$ cat config.mk
export PLATFORM = sky130hd
export DESIGN_NAME = max_pool_2x2
export DESIGN_NICKNAME = d
export VERILOG_FILES = /design/src/rtl/max_pool_2x2.sv
export SDC_FILE = /design/constraint.sdc
export NUM_CORES = 1
export LEC_CHECK = 0
export ABC_CLOCK_PERIOD_IN_PS = 6330
export BUFFER_PORTS_ARGS = -buffer_cell sky130_fd_sc_hd__buf_2
export CAP_MARGIN = 20
export CORE_AREA = 2 2 213 215
export DETAILED_ROUTE_END_ITERATION = 10
export DIE_AREA = 0 0 215 217
export PLACE_DENSITY = 0.75
export SETUP_SLACK_MARGIN = 0.15
export SLEW_MARGIN = 5
export SYNTH_ARGS = -nofsm -noshare
export SYNTH_HDL_FRONTEND = slang
export SYNTH_SLANG_ARGS = --single-unit
$ cat constraint.sdc
create_clock -name clk -period 6.33 [get_ports clk]
set_input_delay 0.9495 -clock clk [delete_from_list [all_inputs] [get_ports clk]]
set_output_delay 0.9495 -clock clk [all_outputs]
set_load 0.05 [all_outputs]
$ cat src/rtl/max_pool_2x2.sv
// -----------------------------------------------------------------------------
// max_pool_2x2
//   2x2, stride-2 max pooling over a raster-order FP32 pixel stream.
//   Even columns are parked in a hold register, each horizontal pair maximum
//   of an even row is stored in a half-width row buffer, and on the odd row
//   the pair maximum is merged with the stored one to produce the result.
//   An odd trailing column/row is consumed (counters advance) but ignored.
//
// Ports
//   clk         in   rising-edge clock
//   resetn      in   asynchronous active-low reset
//   start       in   global enable; low freezes all state, suppresses pulses
//   valid_in    in   data_in carries a pixel this cycle
//   data_in     in   FP32 input pixel
//   valid_out   out  one-cycle pulse per pooled result
//   data_out    out  FP32 pooled maximum (holds between results)
//   frame_done  out  pulses with the last pooled result of a frame
// -----------------------------------------------------------------------------
module max_pool_2x2 #(
  parameter int DATA_WIDTH = 32,
  parameter int WIDTH_IMG  = 26,
  parameter int HEIGHT_IMG = 26
) (
  input  logic                  clk,
  input  logic                  resetn,
  input  logic                  start,
  input  logic                  valid_in,
  input  logic [DATA_WIDTH-1:0] data_in,
  output logic                  valid_out,
  output logic [DATA_WIDTH-1:0] data_out,
  output logic                  frame_done
);

  localparam int POOL_W = WIDTH_IMG / 2;
  localparam int POOL_H = HEIGHT_IMG / 2;
  localparam int COL_W  = (WIDTH_IMG  > 1) ? $clog2(WIDTH_IMG)  : 1;
  localparam int ROW_W  = (HEIGHT_IMG > 1) ? $clog2(HEIGHT_IMG) : 1;
  localparam int IDX_W  = (POOL_W     > 1) ? $clog2(POOL_W)     : 1;

  localparam logic [COL_W-1:0] COL_LAST      = COL_W'(WIDTH_IMG - 1);
  localparam logic [ROW_W-1:0] ROW_LAST      = ROW_W'(HEIGHT_IMG - 1);
  localparam logic [COL_W-1:0] POOL_COL_LAST = COL_W'(2 * POOL_W - 1);
  localparam logic [ROW_W-1:0] POOL_ROW_LAST = ROW_W'(2 * POOL_H - 1);
  localparam bit               ODD_W         = (WIDTH_IMG  % 2) != 0;
  localparam bit               ODD_H         = (HEIGHT_IMG % 2) != 0;

  // Sign-magnitude compare on raw bits. Any pair of zeros is a tie, so
  // +0 vs -0 keeps operand a; ties always keep a.
  function automatic logic [DATA_WIDTH-1:0] fpmax(
    input logic [DATA_WIDTH-1:0] a,
    input logic [DATA_WIDTH-1:0] b
  );
    logic                  a_sign;
    logic                  b_sign;
    logic [DATA_WIDTH-2:0] a_mag;
    logic [DATA_WIDTH-2:0] b_mag;
    logic                  a_wins;
    a_sign = a[DATA_WIDTH-1];
    b_sign = b[DATA_WIDTH-1];
    a_mag  = a[DATA_WIDTH-2:0];
    b_mag  = b[DATA_WIDTH-2:0];
    if (a_mag == '0 && b_mag == '0) a_wins = 1'b1;
    else if (a_sign != b_sign)      a_wins = ~a_sign;
    else if (!a_sign)               a_wins = (a_mag >= b_mag);
    else                            a_wins = (a_mag <= b_mag);
    return a_wins ? a : b;
  endfunction

  logic [COL_W-1:0]      r_col;
  logic [ROW_W-1:0]      r_row;
  logic [DATA_WIDTH-1:0] r_hold;
  logic [DATA_WIDTH-1:0] r_row_buf [POOL_W];

  logic                  w_accept;
  logic                  w_in_region;
  logic                  w_buf_we;
  logic                  w_last_window;
  logic [IDX_W-1:0]      w_rb_idx;
  logic [DATA_WIDTH-1:0] w_pm;
  logic [DATA_WIDTH-1:0] w_pool;

  always_comb begin
    w_accept      = start & valid_in;
    // Only the trailing column/row of an odd dimension falls outside.
    w_in_region   = (!ODD_W || (r_col != COL_LAST)) &&
                    (!ODD_H || (r_row != ROW_LAST));
    w_rb_idx      = IDX_W'(r_col >> 1);
    w_pm          = fpmax(r_hold, data_in);
    w_pool        = fpmax(r_row_buf[w_rb_idx], w_pm);
    w_buf_we      = w_accept & w_in_region & r_col[0] & ~r_row[0];
    w_last_window = (r_row == POOL_ROW_LAST) && (r_col == POOL_COL_LAST);
  end

  // NOTE: state is updated with non-blocking assignments so every register
  // samples the pre-edge values of its neighbours.
  always_ff @(posedge clk or negedge resetn) begin
    if (!resetn) begin
      r_col      <= '0;
      r_row      <= '0;
      r_hold     <= '0;
      valid_out  <= 1'b0;
      data_out   <= '0;
      frame_done <= 1'b0;
    end else begin
      // Pulses default low every cycle, which also covers start=0.
      valid_out  <= 1'b0;
      frame_done <= 1'b0;
      if (w_accept) begin
        if (r_col == COL_LAST) begin
          r_col <= '0;
          r_row <= (r_row == ROW_LAST) ? '0 : r_row + 1'b1;
        end else begin
          r_col <= r_col + 1'b1;
        end

        if (w_in_region) begin
          if (!r_col[0]) begin
            r_hold <= data_in;
          end else if (r_row[0]) begin
            data_out   <= w_pool;
            valid_out  <= 1'b1;
            frame_done <= w_last_window;
          end
        end
      end
    end
  end

  // NOTE: the row buffer has no reset; each entry is written on an even row
  // before the odd row reads it, so reset would only add fan-out.
  always_ff @(posedge clk) begin
    if (w_buf_we) r_row_buf[w_rb_idx] <= w_pm;
  end

endmodule

# Word level (Yosys, flattened, before mapping)
# Memory sizes are Yosys's and may differ from the RTL's.
# Index checks and enable logic that the tools add are counted.
[op_classes] muxes=18 eq_ne=4 n_lt_le_gt_ge=4 n_reduce_logical=10 n_addsub=2 bitwise=7
[ops] cell="31-bit logical NOT" count=4
[ops] cell="32-bit two-way mux" count=2
[ops] cell="31-bit greater-or-equal comparator" count=2
[ops] cell="31-bit less-or-equal comparator" count=2
[ops] cell="1-bit two-way mux" count=14
[ops] cell="5-bit by 1-bit adder with 5-bit output (second input constant)" count=2
[ops] cell="5-bit equality test (second input constant)" count=2
[ops] cell="5-bit two-way mux" count=2
[ops] cell="1-bit inverter" count=4
[ops] cell="2-bit AND reduction" count=2
[ops] cell="1-bit AND" count=3
[ops] cell="1-bit logical AND" count=3
[ops] cell="3-bit AND reduction" count=1
[ops] cell="1-bit inequality test" count=2
[totals] register_bits=76 out_inout_bits=34 memories=1 ram_bits=416 in_bits=36 elab_cells=52
[memory_table] memory="r_row_buf" words=13 word_bits=32 rd=1 rd_ports_with_merged_regs=0 wr=1 line_no="72" text="logic [DATA_WIDTH-1:0] r_row_buf [POOL_W];"

# Depth between registers and ports, before layout
# Gate-level depths: netlist (run 1).
[logic_depth] ltp_word=10 mapped_depth=23 mapped_depth_nobuf=19

# Worst setup path before layout (run 1)
# OpenSTA, ideal clock, no wires.
[synth_timing] path_type="input to register" startpoint="input data_in[29]" endpoint="register data_out[21]" t_arrival_ps=5361 path_stages=22 slack_ps=875 required_time_ps=6236 setup_time_ps=94 path_cell_list="inv_1 -> ha_1 -> nand4_2 -> nor3_1 -> a221oi_1 -> nand2_1 -> or4b_4 -> nand2_1 -> buf_2 -> buf_6 -> a22oi_2 -> ha_1 -> or4_1 -> o211ai_1 -> a21boi_0 -> o41ai_1 -> a21oi_2 -> buf_2 -> buf_2 -> a21oi_1 -> o31ai_1 -> a211oi_1"
[synth_via] elab_chain_cells=10 elab_cells_between_ends=17 classes_between="order compare (4); eq/ne (1); mux (8); reduce/logical (4)"
[synth_rtl] element="start, declared" line_no="28" text="input logic [DATA_WIDTH-1:0] data_in,"
[synth_rtl] element="31-bit greater-or-equal comparator or 31-bit less-or-equal comparator (tied branches)" line_no="64, 65"
[synth_rtl] element="1-bit two-way mux" line_no="64" text="else if (!a_sign) a_wins = (a_mag >= b_mag);"
[synth_rtl] element="1-bit two-way mux" line_no="63" text="else if (a_sign != b_sign) a_wins = ~a_sign;"
[synth_rtl] element="1-bit two-way mux" line_no="62" text="if (a_mag == '0 && b_mag == '0) a_wins = 1'b1;"
[synth_rtl] element="32-bit two-way mux (*)" line_no="66" text="return a_wins ? a : b;"
[synth_rtl] element="31-bit greater-or-equal comparator or 31-bit less-or-equal comparator (tied branches)" line_no="64, 65"
[synth_rtl] element="1-bit two-way mux" line_no="64"
[synth_rtl] element="1-bit two-way mux" line_no="63"
[synth_rtl] element="1-bit two-way mux" line_no="62"
[synth_rtl] element="32-bit two-way mux (*)" line_no="66"
[synth_rtl] element="end signal, assigned" line_no="120" text="data_out <= w_pool;"
[synth_rtl] element="end, declared" line_no="30" text="output logic [DATA_WIDTH-1:0] data_out,"
# Every way passes the cells marked *; elsewhere a longest branch is shown, timed or not.
# A chain may end at the register's enable or synchronous reset.

# Worst setup path after layout (run 1)
[layout_timing] startpoint="input data_in[8]" endpoint="register data_out[28]"
# The elaborated chain is that of the path after synthesis.

==> flow_metrics.py, run 1 <==
metrics = {
    "clock_network": {
        "cts_setup_buffers": 0,
        "clkTransAtPathRegs_ns": 0.06,
        "clock-sinks": 492,
        "cts_tree": "done",
        "clk_path_buf_depth": 3,
        "clk_latency_ns": 0.58,
        "htreeDepth": 2,
        "cts_root_buffer": "clkbuf_16",
        "cts-buffers-inserted": 49,
    },
    "floorplan": {
        "die_y_um": 217,
        "die-area_sq_um": 46660,
        "design.portCount": 70,
        "start_util": 0.4903,
        "fp.coreArea_sq_um": 44700,
        "fp.dieW_um": 215,
        "num_rows": 78,
    },
    "final_layout": {
        "nets": 1614,
        "final_common_cell": "edfxtp_1",
        "area_delta_synth_final_pct": 13.58,
        "layout_common_cells": "edfxtp_1 (416), nand2_1 (100), mux4_2 (97)",
        "diodes": 0,
        "fill_cells": 3466,
        "fin_cells": 2152,
        "drive_gt1_frac": 0.2268,
    },
    "place": {
        "dpl.hpwl_mm": 34.06,
        "gp_congestion": 0.9752,
        "io_buffers": 69,
        "dp.cells": 2060,
    },
    "timing": {
        "max_freq_mhz": 173.7,
        "worst-slew-pin-transition_ns": 1.139,
        "finalSetupTns_ns": 0,
        "skew_ns": 0.02139,
        "finalSetupViolCount": 0,
        "finalCritPeriodShare": 0.9097,
        "relSlewSlack": 0.2395,
        "holdWs_ns": 0.3623,
        "hold_viol": 0,
        "rsz0062_at_grt": "false",
        "finalCriticalPeriod_ns": 5.758,
        "finalMaxSlewViolations": 0,
    },
    "logic_synthesis": {
        "synthCells": 1429,
        "synth.cell_area_sq_um": 21920,
        "ys.flop_type": "edfxtp_1",
        "yosys.area.top_type_share": 0.5700,
        "synth_warnings": 0,
        "yosysSeqAreaShare": 0.6568,
        "avgSynthCellArea_sq_um": 15.34,
        "ys_ff_latch": 492,
        "synth_nets": 1531,
        "postSynth.asyncResetShare": 0.1545,
        "synth_enable_flop_cells": 416,
        "post_synth_num_cell_types": 66,
        "synthTopCellsByArea": "edfxtp_1 (57%), mux4_2 (10%), dfrtp_1 (8.7%)",
        "synth_area_leader_cell": "edfxtp_1",
    },
    "setup_path": {
        "worstPathArrival_ns": 6.22,
        "reg2reg_depth": 20,
        "crit_fanout": 19,
        "critical_path_class": "input port to flip-flop",
        "worstSetupEndpointType": "flip-flop",
        "worstSetupStartpointType": "input port",
        "critical_path_required_ns": 6.79,
    },
    "drt": {
        "wl_mm": 55.38,
        "routedWlPerCell_um": 25.73,
        "firstDrtPassIters": 5,
        "num_vias": 13742,
        "drt-initial-drc-count": 1750,
        "vias_per_cell": 6.386,
        "drc_errors": 0,
        "ant_nets": 0,
    },
    "grt": {
        "grt_max_degree": 77,
        "antenna_found_initial": 0,
        "grt_overflow": 0,
        "grt_pass1_wl_mm": 83.64,
        "grt_pass1_vias": 13667,
        "grt_usage": 0.2373,
    },
    "run": {
        "cap_violations": 0,
    },
    "power_and_ir_drop": {
        "p_per_area_nw_per_um2": 437.6,
        "p_leak_nw": 8.809,
        "ir_drop_uv": 270.5,
    },
    "min_path": {
        "worstHoldPathType": "input port to async pin",
    },
    "outcome": {
        "outcome": "finished, final reports clean",
    },
}
sequential cells by signal, indices dropped and copies added (netlist names):
signal      flops
frame_done      1
r_hold         32
valid_out       1
data_out       32
r_row_buf     416
r_col           5
r_row           5
repair_timing:
item | 4_1_cts | 5_1_grt
hold buffers | 0 | 0
endpoints found under the setup margin | 0 | 2
gates resized for setup | 0 | 3
path summary, 6_finish.rpt:
kind	startpoint	endpoint	slack (ns)
setup / recovery	data_in[8]	data_out[28]$_DFFE_PN0P_	0.57
hold / removal	resetn	r_hold[28]$_DFFE_PN0P_	0.36
setup reg to reg	r_hold[28]$_DFFE_PN0P_	data_out[28]$_DFFE_PN0P_	0.68
hold reg to reg	data_out[0]$_DFFE_PN0P_	data_out[0]$_DFFE_PN0P_	0.48
max in group asynchronous	resetn	r_col[2]$_DFFE_PN0P_	5.32
min in group clk	data_out[0]$_DFFE_PN0P_	data_out[0]$_DFFE_PN0P_	0.48
layout make-up:
type                            count  area [sq um]  share of cell area
Sequential cell                   492         14400              0.5786
Clock inverter                     27         312.8             0.01257
Inverter                           74         277.8             0.01116
Multi-Input combinational cell    777          6994              0.2810
Clock buffer                       64          1375             0.05524
Timing Repair Buffer              118         778.2             0.03127
Tap cell                          600         750.7             0.03016
cell families (layout without fill, tap and decap cells):
logic type	Yosys count	count (layout)	synth area share
buffers and inverters	160	283	0.03054
AOI/OAI and AO/OA	263	263	0.08158
adders and majority gates	66	66	0.03768
and+or+nand+nor	317	317	0.07798
muxes	131	131	0.1154
DFF	492	492	0.6568
metal layers:
layer / global-route usage / routed length (um) / vias to the layer above
li1: - / - / 5863
met1: 0.3213 / 21760 / 6954
met2: 0.3836 / 26570 / 780
met3: 0.04542 / 4941 / 145
met4: 0.09310 / 2104 / 0
met5: 0 / 0 / -
cell usage after synthesis, types with 17 or more instances:
master and count:
a211oi_1 31, a21oi_1 62, and3_1 32, clkbuf_1 57, dfrtp_1 76, edfxtp_1 416, ha_1 66, inv_1 65
mux2i_1 30, mux4_2 97, nand2_1 100, nand2b_1 34, nand4_1 19, nor2_1 25, nor4_1 53, o21ai_0 53
o22ai_1 28, o311ai_0 17
stage by stage:
stage,utilization,setup WS [ns],cell area (sq um),total power [mW]
2_1_floorplan,-,0.8752,21920,6.669
3_3_place_gp,0.5183,0.1391,23170,7.716
3_5_place_dp,0.5183,-0.003156,23170,7.847
4_1_cts,0.5560,0.5838,24850,10.87
5_1_grt,0.5569,0.1680,24890,11.37
6_report,0.5569,0.5717,24890,10.89
critical path, cell delays in order:
cell	delay, ns
buf_2	0.14
inv_1	0.08
ha_1	0.31
a21oi_1	0.12
o21ai_0	0.09
a221oi_1	0.49
a21boi_1	0.16
or4b_4	0.57
nand2_1	0.24
buf_4	0.26
a22oi_2	0.18
ha_1	0.37
nand4_1	0.20
nor4_1	0.33
buf_4	0.17
a21boi_0	0.36
o41ai_2	0.15
a21oi_4	0.26
nor2_2	0.06
buf_4	0.24
and3_1	0.21
a211oi_1	0.25
where the power goes:
group	total [mW]	leakage (nW)	switching (mW)	internal, mW
Clock	3.02	0.817	1.21	1.81
Combinational	3.68	3.23	2.28	1.40
Sequential	4.19	4.76	0.257	3.94
Note: power is estimated with default switching activity, not from simulation.
==> run 2: changes to the inputs <==
--- a/config.mk
+++ b/config.mk
@@ -8,9 +8,10 @@
 export ABC_CLOCK_PERIOD_IN_PS = 6330
 export BUFFER_PORTS_ARGS = -buffer_cell sky130_fd_sc_hd__buf_2
 export CAP_MARGIN = 20
-export CORE_AREA = 2 2 213 215
+export CORE_AREA = 4 4 215 217
 export DETAILED_ROUTE_END_ITERATION = 10
-export DIE_AREA = 0 0 215 217
+export DIE_AREA = 0 0 219 221
+export GPL_TIMING_DRIVEN = 0
 export PLACE_DENSITY = 0.75
 export SETUP_SLACK_MARGIN = 0.15
 export SLEW_MARGIN = 5
==> run 2 against run 1 <==
- total power increased by 0.68%
- largest cell class unchanged
- combinational power increased by 8.4%
- design area increased by 0.93%
- die area increased by 3.7%
- clock-buffer cell count unchanged
- highest routed layer unchanged
- core utilization increased by 1.3 points
- non-clock buffer count increased by 56
- largest power group unchanged
- final cell count increased by 2.2%
- critical path depth decreased by 1
- global-route usage increased by 0.93 points
- clock skew decreased by 0.0012 ns
- worst hold slack got worse by 0.094 ns
==> flow_metrics.py, run 2 (synthesized netlist as in run 1, its figures left out) <==
metrics = {
    "outcome": {
        "outcome": "finished, final reports clean",
    },
    "final_layout": {
        "nets": 1670,
        "fin_cells": 2199,
        "diodes": 0,
        "final_common_cell": "edfxtp_1",
        "top_register": "r_row_buf",
        "area_delta_synth_final_pct": 14.64,
        "fill_cells": 3366,
        "largest_reg_flops": 416,
        "layout_common_cells": "edfxtp_1 (416), nand2_1 (100), mux4_2 (97)",
        "final_area_sq_um": 25120,
        "reg.largest.list": "r_row_buf: 416 flops, data_out: 32 flops, r_hold: 32 flops",
        "drive_gt1_frac": 0.2147,
    },
    "floorplan": {
        "start_util": 0.4967,
        "die-area_sq_um": 48400,
        "design.portCount": 70,
        "fp.coreArea_sq_um": 44120,
        "num_rows": 77,
        "die_y_um": 221,
        "fp.dieW_um": 219,
    },
    "drt": {
        "ant_nets": 0,
        "drc_errors": 0,
        "routedWlPerCell_um": 27.13,
        "vias_per_cell": 6.438,
        "firstDrtPassIters": 8,
        "num_vias": 14158,
        "wl_mm": 59.66,
        "drt-initial-drc-count": 1877,
    },
    "timing": {
        "finalCritPeriodShare": 0.9416,
        "worst-slew-pin-transition_ns": 0.9602,
        "max_freq_mhz": 167.8,
        "holdWs_ns": 0.2684,
        "finalCriticalPeriod_ns": 5.960,
        "rsz0062_at_grt": "false",
        "hold_viol": 0,
        "finalSetupViolCount": 0,
        "relSlewSlack": 0.3584,
        "skew_ns": 0.02017,
        "finalMaxSlewViolations": 0,
    },
    "clock_network": {
        "clk_path_buf_depth": 3,
        "clock-sinks": 492,
        "clk_latency_ns": 0.59,
        "cts-buffers-inserted": 49,
        "cts_tree": "done",
        "cts_root_buffer": "clkbuf_16",
        "clkTransAtPathRegs_ns": 0.07,
        "htreeDepth": 2,
    },
    "grt": {
        "grt_pass1_vias": 14082,
        "grt_max_degree": 54,
        "grt_pass1_wl_mm": 89.62,
        "grt_overflow": 0,
        "antenna_found_initial": 1,
        "grt_usage": 0.2466,
    },
    "place": {
        "io_buffers": 69,
        "dpl.hpwl_mm": 40.63,
        "placed_area_sq_um": 23460,
        "gp_congestion": 0.9423,
        "dp.cells": 2107,
    },
    "setup_path": {
        "crit_start": "data_in[18]",
        "critical_path_required_ns": 6.78,
        "worstSetupEndpointType": "flip-flop",
        "worstSetupStartpointType": "input port",
        "critical_path_class": "input port to flip-flop",
        "worstPathArrival_ns": 6.41,
        "worstReg2RegStart": "r_hold[18]$_DFFE_PN0P_",
        "crit_fanout": 10,
    },
    "power_and_ir_drop": {
        "p_total_mw": 10.97,
        "ir_drop_uv": 224.5,
        "p_leak_nw": 8.869,
        "p_per_area_nw_per_um2": 436.5,
    },
    "run": {
        "cap_violations": 0,
    },
    "min_path": {
        "worstHoldPathType": "input port to async pin",
    },
}
## run 2: cell types whose count changed in the layout (fill, tap and decap cells not counted), sizes merged
cell / delta
clkbuf: +57
inv: +4
bufinv: -3
buf: -1
clkinv: -1
clkinvlp: -1
## run 2: critical path, stage by stage
cell and delay [ns]:
buf_2 0.14, inv_1 0.08, ha_1 0.33, a21oi_1 0.13, o21ai_1 0.12, a221oi_1 0.40, nand2_1 0.26, or4b_4 0.56
a21o_1 0.21, buf_2 0.20, a22oi_1 0.38, ha_1 0.34, and4_1 0.20, a221oi_1 0.33, a21boi_1 0.17, o41ai_1 0.45
a21oi_2 0.20, nor2_1 0.26, clkbuf_1 0.40, and3_1 0.24, a211oi_1 0.06
## run 2: routing by layer
layer / wire, um / global-route usage / vias up
met3: 6211 / 0.05213 / 157
li1: - / - / 6000
met5: 0 / 0 / -
met4: 2379 / 0.08705 / 0
met1: 23140 / 0.3503 / 7208
met2: 27930 / 0.3815 / 793
## run 2: worst paths after layout
path	end	slack, ns	cells past startpoint
max	data_out[6]$_DFFE_PN0P_	0.37	21
min	r_hold[19]$_DFFE_PN0P_	0.27	1
max reg2reg	data_out[6]$_DFFE_PN0P_	0.49	19
min reg2reg	data_out[0]$_DFFE_PN0P_	0.55	2
max in group asynchronous	data_out[28]$_DFFE_PN0P_	5.45	2
min in group clk	data_out[0]$_DFFE_PN0P_	0.55	2
## run 2: repair_timing
item / 4_1_cts / 5_1_grt
hold buffers: 0 / 0
buffers inserted: 0 / 1
endpoints found under the setup margin: 0 / 32
gates resized for setup: 0 / 17
## run 2: metrics by stage
stage                     setup TNS, ns  worst slack [ns]    util
after global placement           -47.11            -1.255  0.5213
after detailed placement         -9.039           -0.3758  0.5316
after global routing                  0            0.1595  0.5694
final                                 0            0.3698  0.5694
after CTS                             0            0.2919  0.5678
after floorplan                       0            0.8752       -
## run 2: final cells by class
type / count / area [sq um] / area share
plain buffers: 86 / 396.6 / 0.01579
clock buffers: 64 / 1345 / 0.05354
clock inverters: 26 / 251.5 / 0.01001
inverters: 74 / 277.8 / 0.01106
multi-input cells: 777 / 6990 / 0.2782
flip-flops and latches: 492 / 14390 / 0.5729
well taps: 592 / 740.7 / 0.02948
repair buffers: 88 / 728.2 / 0.02898
## run 2: report_power, final
part	leakage, nW	total, mW	internal (mW)	switching (mW)
logic	3.33	3.99	1.38	2.61
clock network	0.776	2.91	1.67	1.24
registers	4.77	4.07	3.93	0.132
==> run 3: changes to the inputs <==
--- a/config.mk
+++ b/config.mk
@@ -9,6 +9,7 @@
 export BUFFER_PORTS_ARGS = -buffer_cell sky130_fd_sc_hd__buf_2
 export CAP_MARGIN = 20
 export CORE_AREA = 4 4 215 217
+export CTS_BUF_LIST = sky130_fd_sc_hd__clkbuf_16
 export DETAILED_ROUTE_END_ITERATION = 10
 export DIE_AREA = 0 0 219 221
 export GPL_TIMING_DRIVEN = 0
==> run 3 against run 2 <==
- critical path depth stayed put
- via count is essentially flat
- sequential share of layout area about the same
- non-clock buffer count is the same
- wire length is 0.21% higher
- sequential power about the same
- core utilization is essentially flat
- register-to-register slack is essentially flat
- clock-buffer cell count is 13 lower
- maximum frequency barely moved
- combinational power about the same
- setup slack barely moved
==> flow_metrics.py, run 3 (synthesized netlist as in run 1, its figures left out) <==
metrics = {
    "timing": {
        "skew_ns": 0.01697,
        "finalSetupViolCount": 0,
        "finalMaxSlewViolations": 0,
        "max_freq_mhz": 167.8,
        "holdWs_ns": 0.2697,
        "relSlewSlack": 0.3446,
        "rsz0062_at_grt": "false",
        "finalCriticalPeriod_ns": 5.960,
        "hold_viol": 0,
        "setup_slack_ns": 0.3700,
        "finalCritPeriodShare": 0.9415,
        "worst-slew-pin-transition_ns": 0.9807,
    },
    "power_and_ir_drop": {
        "p_per_area_nw_per_um2": 435.3,
        "comb_power_share": 0.366,
        "seq_power_share": 0.372,
        "internal_power_mw": 6.944,
        "p_clk_frac": 0.263,
        "ir_drop_uv": 222.5,
        "p_leak_nw": 8.903,
        "p_sw_frac": 0.3646,
        "p_sw_mw": 3.984,
    },
    "clock_network": {
        "clock-sinks": 492,
        "cts_root_buffer": "clkbuf_16",
        "cts-buffers-inserted": 49,
        "clk_path_buf_depth": 3,
        "clkTransAtPathRegs_ns": 0.07,
        "clk_latency_ns": 0.59,
        "htreeDepth": 2,
        "cts_tree": "done",
    },
    "setup_path": {
        "reg2reg_depth": 19,
        "critical_path_class": "input port to flip-flop",
        "crit_fanout": 10,
        "critical_path_required_ns": 6.78,
        "worstPathArrival_ns": 6.41,
        "worstSetupStartpointType": "input port",
        "worstSetupEndpointType": "flip-flop",
    },
    "final_layout": {
        "top_register": "r_row_buf",
        "reg.largest.list": "r_row_buf: 416 flops, data_out: 32 flops, r_hold: 32 flops",
        "nets": 1670,
        "fill_cells": 3367,
        "layout_common_cells": "edfxtp_1 (416), nand2_1 (100), mux4_2 (97)",
        "drive_gt1_frac": 0.2134,
        "final_common_cell": "edfxtp_1",
        "diodes": 0,
        "area_delta_synth_final_pct": 14.55,
        "largest_reg_flops": 416,
    },
    "floorplan": {
        "fp.coreArea_sq_um": 44120,
        "start_util": 0.4967,
        "die_y_um": 221,
        "fp.dieW_um": 219,
        "design.portCount": 70,
        "num_rows": 77,
        "die-area_sq_um": 48400,
    },
    "drt": {
        "routedWlPerCell_um": 27.19,
        "ant_nets": 0,
        "wl_mm": 59.79,
        "vias_per_cell": 6.441,
        "drt-initial-drc-count": 1897,
        "drc_errors": 0,
        "firstDrtPassIters": 5,
        "num_vias": 14163,
    },
    "grt": {
        "grt_usage": 0.2466,
        "grt_pass1_wl_mm": 89.62,
        "grt_pass1_vias": 14061,
        "grt_overflow": 0,
        "antenna_found_initial": 1,
        "grt_max_degree": 54,
    },
    "outcome": {
        "outcome": "finished, final reports clean",
    },
    "place": {
        "gp_congestion": 0.9423,
        "io_buffers": 69,
        "dpl.hpwl_mm": 40.63,
        "preCtsSetupSlack_ns": -0.3758,
    },
    "min_path": {
        "worstHoldPathType": "input port to async pin",
    },
    "run": {
        "cap_violations": 0,
    },
}
run 3: cell count changes in the layout (fill, tap and decap cells not counted), sizes merged:
cell / before / now
clkinv: 15 / 17
inv: 79 / 90
clkbuf: 121 / 108
run 3: final timing paths:
kind	start	endpoint	slack [ns]
max reg2reg	r_hold[25]$_DFFE_PN0P_	data_out[6]$_DFFE_PN0P_	0.49
max in group asynchronous	resetn	data_out[28]$_DFFE_PN0P_	5.45
min	resetn	r_hold[19]$_DFFE_PN0P_	0.27
min reg2reg	data_out[0]$_DFFE_PN0P_	data_out[0]$_DFFE_PN0P_	0.55
max	data_in[18]	data_out[6]$_DFFE_PN0P_	0.37
min in group clk	data_out[0]$_DFFE_PN0P_	data_out[0]$_DFFE_PN0P_	0.55
run 3: what timing repair did:
action	in CTS	in global routing
hold buffers	0	0
buffers inserted	0	1
setup endpoints to repair	0	32
resized for setup	0	17
run 3: layout make-up:
class                           count  area, sq um  share of cell area
Clock buffer                       51         1276             0.05084
Tap cell                          592        740.7             0.02951
Timing Repair Buffer               88        728.2             0.02901
Inverter                           74        277.8             0.01106
Multi-Input combinational cell    777         6990              0.2785
Clock inverter                     39        300.3             0.01196
Sequential cell                   492        14390              0.5734
Buffer                             86        396.6             0.01580
run 3: worst max-delay path: stages:
cell,delay [ns]
buf_2,0.14
inv_1,0.08
ha_1,0.33
a21oi_1,0.13
o21ai_1,0.12
a221oi_1,0.40
nand2_1,0.26
or4b_4,0.56
a21o_1,0.21
buf_2,0.20
a22oi_1,0.40
ha_1,0.34
and4_1,0.20
a221oi_1,0.32
a21boi_1,0.16
o41ai_1,0.44
a21oi_2,0.20
nor2_1,0.28
clkbuf_1,0.39
and3_1,0.24
a211oi_1,0.06
run 3: layer usage:
layer	track usage	wire length, um	up-vias
met5	0	0	-
met4	0.08135	2184	0
met3	0.05405	6383	157
met2	0.3839	28100	854
met1	0.3494	23120	7162
li1	-	-	5990
run 3: power by group through the flow:
stage                     clock network (mW)  registers (mW)  logic (mW)
after global routing                    3.03            4.07        4.31
after CTS                               2.89            4.06        3.89
after floorplan                            0            4.11        2.56
after detailed placement                   0            4.12        3.87
after global placement                     0            4.12        3.70
final                                   2.87            4.06        3.99
run 3: through the flow:
stage / util / power, mW / std cells / cell area, sq um / TNS (ns)
3_3_place_gp: 0.5213 / 7.826 / 2090 / 23000 / -47.11
4_1_cts: 0.5673 / 10.84 / 2197 / 25030 / 0
2_1_floorplan: - / 6.669 / 1429 / 21920 / 0
6_report: 0.5689 / 10.93 / 2199 / 25100 / 0
5_1_grt: 0.5689 / 11.42 / 2199 / 25100 / 0
3_5_place_dp: 0.5316 / 7.987 / 2107 / 23460 / -9.039
